<file path="config.mk">
export PLATFORM = sky130hd
export DESIGN_NAME = ac_out_collector
export DESIGN_NICKNAME = d
export VERILOG_FILES = /design/src/rtl/ac_out_collector.sv
export SDC_FILE = /design/constraint.sdc
export NUM_CORES = 1
export LEC_CHECK = 0
export BUFFER_PORTS_ARGS = -buffer_cell sky130_fd_sc_hd__buf_2
export CORE_MARGIN = 2
export CORE_UTILIZATION = 65
export CTS_BUF_LIST = sky130_fd_sc_hd__clkbuf_4 sky130_fd_sc_hd__clkbuf_8
export DETAILED_ROUTE_END_ITERATION = 16
export PLACE_DENSITY = 0.95
export SLEW_MARGIN = 20
export SYNTH_ARGS = -nofsm -noshare
export SYNTH_HDL_FRONTEND = slang
export SYNTH_SLANG_ARGS = --single-unit
export TNS_END_PERCENT = 50
</file>
<file path="constraint.sdc">
create_clock -name clk -period 14.2 [get_ports clk]
set_clock_uncertainty 0.1 [all_clocks]
set_input_delay 0 -clock clk [delete_from_list [all_inputs] [get_ports clk]]
set_output_delay 0 -clock clk [all_outputs]
set_load 0.01 [all_outputs]
</file>
<file path="src/rtl/ac_out_collector.sv">
// ac_out_collector
// Receiving end of the arithmetic core's result stream. Packs signed DATA_W
// results (in_data/in_en) into LANES-wide words for one frame, buffers them in
// a small first-word-fall-through FIFO and writes them to feature-map memory at
// consecutive word addresses over a valid/ready port. The core cannot be
// stalled, so a word pushed into a full FIFO is dropped and flagged.
//
// State table:
//   IDLE    | waiting for start; in_en ignored
//   COLLECT | capturing results, pushing packed words
//   DRAIN   | final word pushed (or dropped), waiting for FIFO to empty
//   DONE    | one-cycle done pulse
//
// Ports:
//   clk, reset (async, active-low)
//   start, base_addr, frame_len     frame setup, sampled when start accepted
//   in_data, in_en                  result stream from the core
//   wr_valid, wr_ready, wr_addr,
//   wr_data, wr_last                memory write port
//   busy, done, overflow, count     status
module ac_out_collector #(
    parameter int DATA_W     = 8,
    parameter int LANES      = 4,
    parameter int FIFO_DEPTH = 8,
    parameter int ADDR_W     = 10
) (
    input  logic                      clk,
    input  logic                      reset,
    input  logic                      start,
    input  logic [ADDR_W-1:0]         base_addr,
    input  logic [15:0]               frame_len,
    input  logic [DATA_W-1:0]         in_data,
    input  logic                      in_en,
    output logic                      wr_valid,
    input  logic                      wr_ready,
    output logic [ADDR_W-1:0]         wr_addr,
    output logic [DATA_W*LANES-1:0]   wr_data,
    output logic                      wr_last,
    output logic                      busy,
    output logic                      done,
    output logic                      overflow,
    output logic [15:0]               count
);

    localparam int WORD_W = DATA_W * LANES;
    localparam int PTR_W  = (FIFO_DEPTH > 1) ? $clog2(FIFO_DEPTH) : 1;
    localparam int LANE_W = (LANES > 1) ? $clog2(LANES) : 1;
    localparam logic [LANE_W-1:0] LAST_LANE = LANE_W'(LANES - 1);
    localparam logic [PTR_W:0]    FILL_MAX  = (PTR_W + 1)'(FIFO_DEPTH);
    localparam logic [PTR_W:0]    FILL_ONE  = (PTR_W + 1)'(1);

    typedef enum logic [1:0] {IDLE, COLLECT, DRAIN, DONE} state_t;

    state_t state, state_nxt;

    logic [15:0]       frame_len_q;
    logic [LANE_W-1:0] lane_idx;
    logic [DATA_W-1:0] pack [LANES];
    logic [WORD_W-1:0] push_word;

    logic [WORD_W-1:0] mem_data [FIFO_DEPTH];
    logic [FIFO_DEPTH-1:0] mem_last;
    logic [PTR_W-1:0]  rd_ptr, wr_ptr;
    logic [PTR_W:0]    fill;

    logic start_ok, cap, is_final, push, pop, fifo_empty, fifo_full, fifo_wr, drop;

    assign start_ok   = (state == IDLE) && start;
    assign cap        = (state == COLLECT) && in_en;
    assign is_final   = cap && ((count + 16'd1) == frame_len_q);
    assign push       = cap && ((lane_idx == LAST_LANE) || is_final);
    assign fifo_empty = (fill == '0);
    assign fifo_full  = (fill == FILL_MAX);
    assign pop        = !fifo_empty && wr_ready;
    // A pop in the same cycle frees the slot, so a full FIFO still accepts.
    assign fifo_wr    = push && (!fifo_full || pop);
    assign drop       = push && fifo_full && !pop;

    // Current result goes into lane_idx; lower lanes come from the pack
    // register, upper lanes stay zero for a short final word.
    always_comb begin
        push_word = '0;
        for (int i = 0; i < LANES; i++) begin
            if (i < int'(lane_idx))
                push_word[i*DATA_W +: DATA_W] = pack[i];
            else if (i == int'(lane_idx))
                push_word[i*DATA_W +: DATA_W] = in_data;
        end
    end

    always_ff @(posedge clk or negedge reset) begin
        if (!reset) state <= IDLE;
        else        state <= state_nxt;
    end

    always_comb begin
        state_nxt = state;
        case (state)
            IDLE:    if (start) state_nxt = (frame_len == 16'd0) ? DONE : COLLECT;
            COLLECT: if (is_final) state_nxt = DRAIN;
            // Also leaves when the last resident word is popped this cycle,
            // so done follows the final beat by one cycle.
            DRAIN:   if (fifo_empty || (fill == FILL_ONE && pop)) state_nxt = DONE;
            DONE:    state_nxt = IDLE;
            default: state_nxt = IDLE;
        endcase
    end

    assign busy = (state == COLLECT) || (state == DRAIN);
    assign done = (state == DONE);

    always_ff @(posedge clk or negedge reset) begin
        if (!reset) begin
            frame_len_q <= '0;
            lane_idx    <= '0;
            count       <= '0;
            overflow    <= 1'b0;
            wr_addr     <= '0;
            for (int i = 0; i < LANES; i++) pack[i] <= '0;
        end else if (start_ok) begin
            frame_len_q <= frame_len;
            lane_idx    <= '0;
            count       <= '0;
            overflow    <= 1'b0;
            wr_addr     <= base_addr;
            for (int i = 0; i < LANES; i++) pack[i] <= '0;
        end else begin
            if (cap) begin
                count <= count + 16'd1;
                if (push) begin
                    lane_idx <= '0;
                    for (int i = 0; i < LANES; i++) pack[i] <= '0;
                end else begin
                    pack[lane_idx] <= in_data;
                    lane_idx       <= lane_idx + 1'b1;
                end
            end
            if (drop) overflow <= 1'b1;
            if (pop)  wr_addr  <= wr_addr + 1'b1;
        end
    end

    always_ff @(posedge clk) begin
        if (fifo_wr) begin
            mem_data[wr_ptr] <= push_word;
            mem_last[wr_ptr] <= is_final;
        end
    end

    always_ff @(posedge clk or negedge reset) begin
        if (!reset) begin
            rd_ptr <= '0;
            wr_ptr <= '0;
            fill   <= '0;
        end else begin
            if (fifo_wr) wr_ptr <= wr_ptr + 1'b1;
            if (pop)     rd_ptr <= rd_ptr + 1'b1;
            case ({fifo_wr, pop})
                2'b10:   fill <= fill + 1'b1;
                2'b01:   fill <= fill - 1'b1;
                default: fill <= fill;
            endcase
        end
    end

    // Memory contents are not reset; gate the head so an empty FIFO shows zeros.
    assign wr_valid = !fifo_empty;
    assign wr_data  = fifo_empty ? '0 : mem_data[rd_ptr];
    assign wr_last  = fifo_empty ? 1'b0 : mem_last[rd_ptr];

endmodule

</file>
==> results of run 1 <==
[cells in the mapped netlist, types with 11 or more instances]
master / instances
sky130_fd_sc_hd__dfrtp_1: 81
sky130_fd_sc_hd__mux4_2: 66
sky130_fd_sc_hd__a32o_1: 24
sky130_fd_sc_hd__and2_1: 20
sky130_fd_sc_hd__o21ai_0: 38
sky130_fd_sc_hd__ha_1: 18
sky130_fd_sc_hd__xnor2_1: 22
sky130_fd_sc_hd__a21oi_1: 11
sky130_fd_sc_hd__nand3_1: 14
sky130_fd_sc_hd__clkbuf_1: 35
sky130_fd_sc_hd__edfxtp_1: 264
sky130_fd_sc_hd__xor2_1: 24
sky130_fd_sc_hd__nand2_1: 108
sky130_fd_sc_hd__nand4_1: 12
sky130_fd_sc_hd__mux2i_1: 35
sky130_fd_sc_hd__inv_1: 14
sky130_fd_sc_hd__nor2_1: 64
[state kept, by name, indices dropped and copies added, names as in the netlist]
register / flops
mem_last: 8
wr_addr: 10
state: 2
pack: 24
fill: 4
wr_ptr: 3
frame_len_q: 16
lane_idx: 2
mem_data: 256
count: 16
overflow: 1
rd_ptr: 3
[how the worst max path moves through the flow]
| stage | startpoint | endpoint | cells past startpoint | slack (ps) |
|---|---|---|---|---|
| after CTS | state[1] | mem_data[3][17] | 9 | 9780 |
| after global routing | count[0] | mem_data[3][16] | 10 | 9740 |
| after detailed placement | count[0] | mem_data[3][11] | 9 | 9830 |
| final | count[0] | mem_data[3][16] | 10 | 10050 |
| after global placement | count[0] | mem_data[3][23] | 9 | 10000 |
| after floorplan | count[0] | mem_data[0][0] | 10 | 8220 |
[layout make-up]
class                   instances  area [sq um]  share of cell area (%)
well taps                     285           357                    2.04
repair buffers                170          1220                    7.00
clock buffers                  88          1070                    6.15
inverters                      14          52.6                   0.301
flip-flops and latches        345          9960                    57.1
clock inverters                11           163                   0.933
multi-input cells             541          4610                    26.5
[through the flow]
step	cell area, sq um	instances
2_1_floorplan	14800	949
3_3_place_gp	15600	1298
3_5_place_dp	15600	1298
4_1_cts	17400	1451
5_1_grt	17400	1454
6_report	17400	1454
[cells by family after synthesis]
group,synth area share [%]
AOI/OAI and AO/OA,4.63
xor gates and xnor gates,2.73
adders and majority gates,1.52
buffers and inverters,1.77
DFF,67.3
muxes,13.3
and+or+nand+nor,8.71
[repair_timing]
action	4_1_cts	5_1_grt
hold buffers	54	0
resized for setup	0	0
endpoints found under the hold margin	275	0
endpoints found under the setup margin	0	0
[critical path: cells and delay by family, from the launching register on]
kind,cells,cell delay (ps)
buffers and inverters,1,250
DFF,1,480
adders and majority gates,1,310
AOI/OAI and AO/OA,2,640
and+or+nand+nor,5,1880
xor gates and xnor gates,1,160
[per-layer routing]
metal	share of wire (%)	GRT usage [%]	vias up	routed length [um]
met5	0	0	-	0
met4	3.0	11.4	0	1030
met3	8.5	5.63	92	2910
met2	51	50.4	529	17600
met1	37	37.5	4537	12800
li1	-	-	3980	-
[power breakdown]
part           switching [W]  leakage (nW)  internal (W)  total [W]
registers           0.000125          3.49       0.00121    0.00134
logic               0.000533          2.46      0.000471    0.00100
clock network       0.000377         0.660      0.000551   0.000928
total                0.00104          6.61       0.00223    0.00327
==> results summary, run 1 <==
For the pin with the worst max-slew slack, the measured transition is 1060 ps. The number of hold violations in the final report came out at 0. The number of antenna violations at the first check in global routing is 0. The worst path uses 29.2% of the clock period.

In this run the power density over the cells is 187 nW/um^2. The setup slack of the worst register-to-register path came out at 10050 ps. The share of flip-flops with an asynchronous set or reset is 23.5%. Clock-pin slew was measured on the worst setup and hold paths at 70 ps. The total vias in the final route came out at 9138. The library cell used most frequently in the layout, excluding fill and tap cells, is sky130_fd_sc_hd__edfxtp_1.

The final number of setup-violating endpoints is 0. The number of standard-cell rows in the floorplan is 55. The clock buffer count from CTS came out at 53. The share of post-route cells with drive strength above 1 is 27.4%.

The floorplan step set the die height to 155 um. Setup repair after global routing left no endpoint under its margin. The average instance area after synthesis is 15.6 sq um.

Leaving out fill and tap cells, the most frequent cells in the layout are sky130_fd_sc_hd__edfxtp_1 (264), sky130_fd_sc_hd__nand2_1 (108), sky130_fd_sc_hd__buf_2 (100), sky130_fd_sc_hd__dfrtp_1 (78). For this run, the post-layout net count is 1182. The average wire per cell in the routed design is 23.7 um.

Among all flip-flop cells after synthesis, the most frequent one is sky130_fd_sc_hd__edfxtp_1. The diode insertion count for antenna repair is 0. On the final layout, the worst hold slack is 70.8 ps.

TritonCTS built the clock tree. The achievable clock frequency is 241 MHz. The count of input and output buffers came out at 101. Relative to the synthesized area, the layout overhead comes to 18.0%. The number of nets in the synthesized netlist is 1006.

The pre-CTS setup slack came out at 9830 ps. The die outline area came out at 24000 sq um. The critical path class is reg2reg.

The I/O pin count came out at 102. The total core area is 22500 sq um. The number of enable flip-flop cells after synthesis came out at 264. The clock latency on the worst-skew pair came out at 590 ps. In this run the critical register-to-register path is captured at mem_data[3][16]. The depth of the most critical reg-to-reg path is 10. The via count of the first global-routing pass came out at 9685. The post-synthesis cell count is 949. The count of different cell masters after synthesis is 60.

After detailed routing, the total wire length is 34400 um. The max-capacitance violation count came out at 0. For the worst setup path, the data arrival time is 4310 ps. For this run the aggregate overflow at the end of global routing stands at 0. Synthesis inferred 345 register bits.

The static power due to leakage came out at 6.61 nW. The kind of end point of the critical path is a register. The CTS H-tree depth is 2. The number of setup buffers added after CTS is 0. The shortest clock period the worst path allows after layout came out at 4150 ps. The first routing iteration left 927 violations. Before antenna repair, the detailed router went through 5 iterations.

The largest fanout on the critical path came out at 19. The class of the tightest hold or removal check is in2async. Total power for the finished layout comes to 0.00327 W. The pin count of the biggest net entering global routing is 70. Walking the worst path, the cells encountered are ha_1, nand4_1, nor4_1, xnor2_1, o211a_1, nand4_2, o21bai_4, nand3_1, nor2_4, buf_16. The final core utilization is 77.5%. The final antenna-violating net count came out at 0. The area of the mapped netlist came out at 14800 sq um. The routability-driven placement congestion ratio came out at 0.872. The clock net sink count is 345.

Summing the sequential cell areas from Yosys gives 67.3% of the chip area. The area share of the leading cell type in the synthesized netlist is 53.6%. The root buffer selected by CTS is sky130_fd_sc_hd__clkbuf_8. The sum of negative setup slack came out at 0 ps. The worst setup path is launched from a register. The cell type contributing the most total cell area after synthesis is sky130_fd_sc_hd__edfxtp_1. The peak ir drop on the vdd network came out at 145 uV. The worst register-to-register path begins at count[0]. The flow ran to the end, and the final reports show no timing, DRC or antenna violations. The maximum single-stage delay on the critical path is 640 ps. Counting the fill cells in the layout gives 1135.

The worst pin sits at a relative slew slack of 28.5%. The aggregate global-route resource usage came out at 29.3%. For the worst setup path, the data required time is 14370 ps. The remaining design rule violation count is 0. On the critical path, the stage with the largest delay is an instance of sky130_fd_sc_hd__nor2_4. The overall die width came out at 155 um. The max-slew violation count is 0. The wire length of the first global-routing pass is 53000 um. In the routed layout, each cell is associated on average with a via count of 6.28.

The deepest clock path buffer count is 3. Once detailed placement completed, the half-perimeter wirelength came to 19700 um. The slack of the critical path came out at 10050 ps. The initial standard-cell utilization of the core is 65.7%. The number of synthesis warnings came out at 0. Ranked by total cell area, the synthesized netlist is headed by sky130_fd_sc_hd__edfxtp_1 (54%), sky130_fd_sc_hd__dfrtp_1 (14%), sky130_fd_sc_hd__mux4_2 (10%).
No activity file was read; power rests on OpenSTA's default activity.
==> run 2, diff against run 1 <==
Settings changed: CORE_UTILIZATION 65 to 63, PLACE_DENSITY 0.95 to 0.94.
Clock period 14.2 ns to 4 ns, I/O delays scaled along.
==> results summary, run 2 (synthesis gave the netlist of run 1 again) <==
The number of flip-flops under the largest register name was 256 (unchanged). The clock-pin slew reported for the worst setup and hold paths after clock tree synthesis is 60 ps (about the same). The clock buffer count from CTS came to 51 (-3.8%).

In the layout the commonest cells are sky130_fd_sc_hd__edfxtp_1 (264), sky130_fd_sc_hd__nand2_1 (108), sky130_fd_sc_hd__buf_2 (100), sky130_fd_sc_hd__dfrtp_1 (78), sky130_fd_sc_hd__mux4_2 (66). The static power due to leakage is 6.50 nW (-1.7%). The required time of the critical path is 4150 ps (-10220 ps). The deepest clock path buffer count is 3 (unchanged). The count of input and output buffers came out at 101 (unchanged). The peak ir drop on the vdd network is 384 uV (+160%). In this run the worst hold path is classified as in2async.

The max-capacitance violation count came out at 0 (unchanged). The overall die width was 157 um (+1.5%). The via count of the first global-routing pass came to 9736 (+0.53%). Setup repair after global routing left no endpoint under its margin. The wire length of the first global-routing pass came out at 53900 um (+1.8%). Leaving out fill and tap cells, the most frequent cell in the layout is sky130_fd_sc_hd__edfxtp_1. The routed via count divided by cell count is 6.23 (-0.79%). The arrival time reported for the critical path endpoint is 3640 ps (-670 ps).

Ranked by flip-flop count, first place goes to mem_data. The power density over cell area came to 642 nW/um^2 (+240%). The critical path class is reg2reg. The I/O pin count came to 102 (unchanged).

The pre-CTS setup slack is 540 ps (-9290 ps). The aggregate global-route resource usage is 29.2% (-0.089 points). The achievable clock frequency was 287 MHz (+19%). STA classifies the critical path endpoint as a register. In this run the critical register-to-register path is captured at mem_data[1][8].

The number of nets in the layout came to 1180 (-0.17%). The initial standard-cell utilization of the core came out at 63.5% (-2.1 points). In the final layout, the registers with the most flip-flops are mem_data (256), pack (24). The remaining design rule violation count came out at 0 (unchanged).

The clock net sink count was 345 (unchanged). The clock latency on the worst-skew pair came out at 570 ps (-20 ps). The root buffer selected by CTS is sky130_fd_sc_hd__clkbuf_8. The pin count of the biggest net entering global routing came out at 82 (+17%). TritonCTS built the clock tree. The share of post-route cells with drive strength above 1 came out at 26.1% (-1.3 points). The final number of setup-violating endpoints came out at 0 (unchanged).

The number of gates given a new drive strength after cts came to 0 (unchanged). The final antenna-violating net count came out at 0 (unchanged). The most critical setup path has its endpoint at mem_data[1][8]. The routability-driven placement congestion ratio came to 0.890 (+2.1%).

The total routed wirelength came out at 35000 um (+1.9%). The total vias in the final route came out at 9240 (+1.1%). The number of hold violations in the final report is 69 (+69).

The setup slack of the worst register-to-register path is 520 ps (-9530 ps). The max-slew violation count was 0 (unchanged). The final critical-path share of the clock period came to 87.1% (+58 points). The growth of design area from synthesis to finish came out at 17.2%.

The die outline area is 24700 sq um (+3.1%). The max-slew headroom at the worst pin came out at 22.7% (-5.8 points). The HPWL after detailed placement was 19500 um (-1.2%).

The slew of the pin with the lowest slew margin is 1150 ps (+86.3 ps). In this run the critical register-to-register path is launched from count[0]. The depth of the most critical reg-to-reg path came out at 10 (unchanged). The largest fanout on the critical path is 33 (+14).

The run finished, with violations left. The height of the chip came to 157 um (+1.5%). The total overflow reported by the global router came to 0 (unchanged). The number of antenna violations at the first check in global routing came out at 2 (+2). The number of standard-cell rows in the floorplan came to 56 (+1.8%). The checks that failed: negative hold slack. The kind of launch point of the worst setup path is a register. The total power of the final layout came out at 0.0111 W (+240%). The total core area came out at 23300 sq um (+3.4%). The worst hold margin came out at -47.6 ps (-118 ps). The shortest clock period the worst path allows after layout came out at 3480 ps (-666 ps). The number of iterations in the first detailed-routing pass came out at 6 (+1). The slack of the critical path is 518 ps (-9530 ps). The beginning of the critical path is count[0]. The CTS H-tree depth came out at 2 (unchanged). The average wire per cell in the routed design is 23.6 um (about the same). The violation count after the first detailed-route iteration is 784 (-15%).
run 2: cell count changes in the layout (fill, tap and decap cells not counted), moves of 3 or more:
cell and change:
sky130_fd_sc_hd__clkinv_1 +11, sky130_fd_sc_hd__clkbuf_8 -10, sky130_fd_sc_hd__clkbuf_4 -9, sky130_fd_sc_hd__buf_12 +7, sky130_fd_sc_hd__nor3_2 -4, sky130_fd_sc_hd__nor3_4 +4, sky130_fd_sc_hd__buf_16 -3, sky130_fd_sc_hd__buf_4 -3
sky130_fd_sc_hd__bufinv_16 -3
run 2: worst max-delay path: stages (launching register included):
cell	delay, ps
sky130_fd_sc_hd__dfrtp_1	460
sky130_fd_sc_hd__ha_1	290
sky130_fd_sc_hd__nand4_1	310
sky130_fd_sc_hd__nor4_1	400
sky130_fd_sc_hd__xnor2_1	160
sky130_fd_sc_hd__o211a_1	180
sky130_fd_sc_hd__nand4_2	170
sky130_fd_sc_hd__o21bai_4	210
sky130_fd_sc_hd__nand3_1	340
sky130_fd_sc_hd__nor3_4	280
sky130_fd_sc_hd__buf_12	260
run 2: final cells by class:
cell class / instances / area [sq um]
multi-input cells: 541 / 4650
repair buffers: 170 / 1250
flip-flops and latches: 345 / 9960
well taps: 319 / 399
clock inverters: 22 / 131
inverters: 14 / 52.6
clock buffers: 69 / 868
fillers: 1310 / 5950
diodes: 2 / 5.00
run 2: how the worst min path moves through the flow:
stage	start	to	slack, ps	depth (start not counted)
6_report	reset	count[15]	-50	2
5_1_grt	reset	count[14]	7	2
3_5_place_dp	base_addr[5]	wr_addr[5]	110	3
2_1_floorplan	reset	count[0]	-400	0
3_3_place_gp	base_addr[5]	wr_addr[5]	100	3
4_1_cts	base_addr[7]	wr_addr[7]	60	4
run 2: through the flow:
stage               setup TNS, ps  instances  util, %  area (sq um)
floorplan                  -35930        949        -         14800
global placement                0       1337     67.9         15800
detailed placement              0       1337     67.9         15800
CTS                             0       1480     74.4         17300
global route                    0       1482     74.4         17300
finish                          0       1482     74.4         17300
run 2: where the power goes:
group	switching, W	internal, W
Clock	0.00130	0.00148
Combinational	0.00175	0.00168
Sequential	0.000606	0.00430
Total	0.00366	0.00745
run 2: what timing repair did:
item / 4_1_cts / 5_1_grt
endpoints found under the hold margin: 267 / 0
hold buffers: 52 / 0
setup buffers: 0 / 0
run 2: layer usage:
metal	part of all wire, %	routed length [um]	up-vias	GRT usage [%]
met3	8.2	2880	111	5.59
met1	36	12600	4641	36.0
li1	-	-	3970	-
met4	3.7	1300	0	11.3
met5	0	0	-	0
met2	52	18300	518	51.5
